## src/rtl/ir_pkg.sv

```systemverilog
// ir_pkg: opcode map, default widths and sequencer state encoding shared by
// the fetch sequencer and the execute-stage decoder.
package ir_pkg;

  localparam int PC_W_DEF = 8;
  localparam int OP_W_DEF = 6;
  localparam int IR_W_DEF = 16;

  localparam logic [5:0] OP_HLT = 6'd0;
  localparam logic [5:0] OP_CLA = 6'd1;
  localparam logic [5:0] OP_COM = 6'd2;
  localparam logic [5:0] OP_SHR = 6'd3;
  localparam logic [5:0] OP_CSL = 6'd4;
  localparam logic [5:0] OP_ADD = 6'd6;
  localparam logic [5:0] OP_STA = 6'd7;
  localparam logic [5:0] OP_LDA = 6'd8;
  localparam logic [5:0] OP_JMP = 6'd9;
  localparam logic [5:0] OP_BAN = 6'd10;

  typedef enum logic [1:0] {
    FETCH = 2'd0,
    ISSUE = 2'd1,
    HALT  = 2'd2
  } state_t;

endpackage

```

## src/rtl/ir_branch_unit.sv

```systemverilog
// ir_branch_unit: combinational next-PC selection (JMP, BAN, increment).
// Branch targets use only operand[7:0]; PC arithmetic wraps modulo 2^PC_W.
module ir_branch_unit
  import ir_pkg::*;
#(
  parameter int PC_W = PC_W_DEF,
  parameter int OP_W = OP_W_DEF
) (
  input  logic [OP_W-1:0] opcode,
  input  logic [9:0]      operand,
  input  logic [PC_W-1:0] pc,
  input  logic            acc_neg,
  output logic [PC_W-1:0] next_pc
);

  logic [PC_W-1:0] target;
  logic            unused_hi;

  // upper operand bits never reach the PC
  assign unused_hi = ^operand[9:8];
  assign target    = PC_W'(operand[7:0]);

  // redirect on JMP or taken BAN, otherwise fall through
  always_comb begin
    next_pc = pc + PC_W'(1);
    if (opcode == OP_W'(OP_JMP))
      next_pc = target;
    else if (opcode == OP_W'(OP_BAN) && acc_neg)
      next_pc = target;
  end

endmodule

```

## src/rtl/ir_fetch_seq.sv

```systemverilog
// ir_fetch_seq: FETCH/ISSUE instruction sequencer in front of a combinational
// ROM. Each instruction is captured in FETCH, presented with valid/ready in
// ISSUE, and the PC advances at acceptance.
// Optional feature macro IRF_HALT_EN: opcode 0 parks the sequencer in HALT
// (never issued, pc frozen at the HLT address, halted=1). Without it opcode 0
// is an ordinary NOP and halted is tied low.
module ir_fetch_seq
  import ir_pkg::*;
#(
  parameter int              PC_W     = PC_W_DEF,
  parameter int              IR_W     = IR_W_DEF,
  parameter int              OP_W     = OP_W_DEF,
  parameter logic [PC_W-1:0] RESET_PC = '0
) (
  input  logic                 clk,
  input  logic                 rst_n,
  output logic [PC_W-1:0]      rom_addr,
  input  logic [IR_W-1:0]      rom_data,
  output logic                 ins_valid,
  input  logic                 ins_ready,
  output logic [OP_W-1:0]      ins_op,
  output logic [IR_W-OP_W-1:0] ins_operand,
  output logic [PC_W-1:0]      ins_pc,
  input  logic                 acc_neg,
  output logic                 halted
);

  state_t          state;
  logic [PC_W-1:0] pc;
  logic [IR_W-1:0] ir;
  logic [PC_W-1:0] next_pc;

  assign rom_addr    = pc;
  assign ins_op      = ir[IR_W-1:IR_W-OP_W];
  assign ins_operand = ir[IR_W-OP_W-1:0];

  ir_branch_unit #(
    .PC_W (PC_W),
    .OP_W (OP_W)
  ) u_branch (
    .opcode  (ins_op),
    .operand (ins_operand),
    .pc      (pc),
    .acc_neg (acc_neg),
    .next_pc (next_pc)
  );

`ifdef IRF_HALT_EN
  logic halted_q;
  assign halted = halted_q;
`else
  assign halted = 1'b0;
`endif

  // sequencer FSM: capture in FETCH, hold until handshake in ISSUE, PC update at acceptance
  always_ff @(posedge clk) begin
    if (!rst_n) begin
      state     <= FETCH;
      pc        <= RESET_PC;
      ir        <= '0;
      ins_pc    <= '0;
      ins_valid <= 1'b0;
`ifdef IRF_HALT_EN
      halted_q  <= 1'b0;
`endif
    end else begin
      case (state)
        FETCH: begin
          ir     <= rom_data;
          ins_pc <= pc;
`ifdef IRF_HALT_EN
          if (rom_data[IR_W-1:IR_W-OP_W] == OP_W'(OP_HLT)) begin
            state    <= HALT;
            halted_q <= 1'b1;
          end else begin
            state     <= ISSUE;
            ins_valid <= 1'b1;
          end
`else
          state     <= ISSUE;
          ins_valid <= 1'b1;
`endif
        end
        ISSUE: begin
          if (ins_ready) begin
            pc        <= next_pc;
            state     <= FETCH;
            ins_valid <= 1'b0;
          end
        end
        HALT: begin
          ins_valid <= 1'b0;
        end
        default: begin
          state     <= FETCH;
          ins_valid <= 1'b0;
        end
      endcase
    end
  end

endmodule

```

## config.mk

```make
export PLATFORM = sky130hd
export DESIGN_NAME = ir_fetch_seq
export DESIGN_NICKNAME = d
export VERILOG_FILES = /design/src/rtl/ir_pkg.sv /design/src/rtl/ir_branch_unit.sv /design/src/rtl/ir_fetch_seq.sv
export SDC_FILE = /design/constraint.sdc
export NUM_CORES = 1
export LEC_CHECK = 0
export ABC_CLOCK_PERIOD_IN_PS = 2400
export CAP_MARGIN = 10
export CORE_MARGIN = 1
export CORE_UTILIZATION = 51
export CTS_CLUSTER_DIAMETER = 50
export DETAILED_ROUTE_END_ITERATION = 12
export DONT_BUFFER_PORTS = 1
export PLACE_DENSITY = 0.66
export SLEW_MARGIN = 20
export SYNTH_ARGS = -nofsm -noshare
export SYNTH_HDL_FRONTEND = slang
export SYNTH_HIERARCHICAL = 1
export SYNTH_SLANG_ARGS = --single-unit
```

## constraint.sdc

```tcl
create_clock -name clk -period 2.4 [get_ports clk]
set_input_delay 0.24 -clock clk [delete_from_list [all_inputs] [get_ports clk]]
set_output_delay 0.24 -clock clk [all_outputs]
set_load 0.02 [all_outputs]
```

==> metrics.yaml <==
outcome:
  status: "complete, but fails checks"
  failed_checks: "design-rule violations"
job:
  cap_viol_max_count: 0
power:
  p_int_uw: 866
  switching_power_uw: 275
  vdd_ir_drop_max_mv: 0.489
  sw_frac_of_total: 0.241
  power.leakage_nw: 0.621
  p_comb_frac: 0.075
  seq_power_share: 0.548
  pwr-share-clk: 0.377
  cellPowerDensity_mw_per_mm2: 700
drt:
  wl_per_cell_um: 17.2
  dr.pass1.iters: 8
  drc_errors: 3
  viasPerCell: 6.09
  vias: 1109
  wl_mm: 3.13
  drt-initial-drc-count: 55
  drt.antenna.violating_nets: 0
synthesis:
  syn_nets: 174
  ys_seq_area_frac: 0.413
  syn_area_sq_mm: 0.00160
  synth_cell_type_count: 29
  synth_seq_cells: 33
  yosysWarnings: 6
  syn_avg_cell_area_sq_um: 10.5
  synthCells: 153
timing:
  slew_viol_final: 0
  tns_ns: 0
  period_share: 0.807
  finalCriticalPeriod_ns: 1.94
  rsz0062_at_grt: "no"
  setup_viol: 0
  worst_pin_slew_ns: 0.652
  final.setup_skew_ns: 0.00927
  timing.hold.ws_ns: 0.0307
  timing.fmax_mhz: 517
  hold_viol: 0
  maxSlewHeadroom: 0.565
critical_path:
  worstPathMaxFanout: 8
  worstPathArrival_ns: 2.17
  crit_required_ns: 2.64
  worst_setup_path_start_kind: "register"
  cp-end-kind: "register"
  path_class: "register to register"
min_path:
  hold_path_class: "input port to register"
layout:
  final_common_cell: "dfxtp_1"
  finish.utilization: 0.571
  diodes: 0
  layout_common_cells: "32 x dfxtp_1, 24 x mux2i_1, 24 x nor2b_1"
  drive_above_1_share: 0.166
  stdcell_count: 182
  nets: 171
  synthToLayoutAreaGrowth_pct: 1.96
grt:
  grtUsageTotal: 0.194
  grt_pass1_vias: 1011
  grt_start_max_net_pins: 42
  antenna_found_initial: 0
  grt_overflow: 0
  grt_pass1_wl_mm: 4.76
floorplanning:
  die_area_sq_mm: 0.00336
  fp-row-count: 19
  pin_count: 54
  core_area_sq_mm: 0.00285
  die_w_um: 58.0
  die_h_um: 58.0
  initial_core_util: 0.561
placement:
  io_buffers: 0
  gp_congestion: 0.801
  placedCellCount: 174
cts:
  cts_hold_buf: 0
  cts_setup_buffers: 0
  cts_max_path_buffers: 2
  insertion_delay_ns: 0.33
  cts_tree: "built"
  ctsResizeCount: 0
  cts_num_sinks: 33
  numCtsBuffers: 5
  htree_num_levels: 2
  path_clk_slew_ns: 0.10
  root_buffer: "clkbuf_4"
[state kept, by name (all words and copies together) (netlist names)]
register   flops
ins_valid      1
ins_pc         8
rom_addr       8
ir            16
[metrics by stage]
stage                     total power, mW  setup slack [ns]  area, sq um
after floorplan                     0.728             0.615         1600
after global placement              0.721             0.534         1550
after detailed placement            0.724             0.498         1550
after CTS                            1.16             0.464         1630
after global routing                 1.19             0.403         1630
final                                1.14             0.464         1630
[layout make-up]
| class | instances | area, sq um |
|---|---|---|
| clock buffer | 7 | 55.1 |
| clock inverter | 1 | 30.0 |
| fill | 257 | 1220 |
| inverter | 1 | 3.75 |
| multi-input combinational | 107 | 813 |
| sequential | 33 | 662 |
| tap | 31 | 38.8 |
| timing repair buffer | 2 | 27.5 |
[cell families (layout without fill, tap and decap cells)]
logic type | count (synthesis) | count (layout) | synth area share
multiplexers | 28 | 28 | 0.188
XOR/XNOR | 3 | 3 | 0.0164
AND/OR/NAND/NOR | 54 | 54 | 0.203
other | 1 | 1 | 0.00235
AO/OA/AOI/OAI | 20 | 20 | 0.0915
flip-flops | 33 | 33 | 0.413
buffers and inverters | 13 | 11 | 0.0782
adder cells (fa/ha/maj) | 1 | 1 | 0.00782
[final timing paths]
kind | slack [ns] | startpoint | cells after the start | end
hold / removal | 0.03 | rst_n | 1 | ir[10]
setup / recovery | 0.46 | ir[13] | 5 | rom_addr[3]
hold reg to reg | 0.62 | rom_addr[7] | 2 | rom_addr[7]
setup reg to reg | 0.46 | ir[13] | 5 | rom_addr[3]
[synth_stat cells]
library cell | instances | share of area
nand2b_1 | 1 | 0.0039
inv_1 | 1 | 0.0023
and2_4 | 1 | 0.0055
buf_12 | 2 | 0.025
a21o_1 | 1 | 0.0047
buf_6 | 5 | 0.035
or4b_4 | 1 | 0.0086
clkbuf_1 | 2 | 0.0047
xnor2_1 | 2 | 0.011
o21ai_0 | 3 | 0.0094
o21ai_2 | 8 | 0.044
mux2_4 | 4 | 0.038
ha_1 | 1 | 0.0078
a31oi_1 | 3 | 0.012
buf_2 | 2 | 0.0063
a21oi_1 | 1 | 0.0031
nand4_1 | 9 | 0.035
nor2b_2 | 1 | 0.0055
mux2i_1 | 24 | 0.15
or3_1 | 3 | 0.012
dfxtp_1 | 33 | 0.41
nand3b_1 | 1 | 0.0047
buf_4 | 1 | 0.0047
nand2_1 | 9 | 0.021
nand3_1 | 4 | 0.013
nor2b_1 | 24 | 0.094
a211oi_1 | 4 | 0.019
conb_1 | 1 | 0.0023
xor2_1 | 1 | 0.0055
[power groups by stage]
stage          Sequential (mW)  Clock [mW]  Combinational (mW)
3_3_place_gp             0.638           0              0.0821
3_5_place_dp             0.639           0              0.0848
2_1_floorplan            0.627           0               0.101
4_1_cts                  0.627       0.444              0.0856
6_report                 0.626       0.431              0.0851
5_1_grt                  0.630       0.470              0.0930
[worst max-delay path, stage by stage, from the launching register on]
cell and delay (ns):
dfxtp_1 0.47, or4b_4 0.53, a21o_1 0.32, mux2_4 0.34, nand4_1 0.10, o21ai_2 0.06
[metal layers]
| metal | GRT usage | vias up | wire (um) |
|---|---|---|---|
| met5 | 0 | - | 0 |
| met1 | 0.221 | 516 | 1240 |
| met3 | 0.0804 | 7 | 299 |
| met4 | 0.0816 | 0 | 48 |
| met2 | 0.322 | 55 | 1540 |
| li1 | - | 531 | - |
Power figures use the tool's default switching activity.
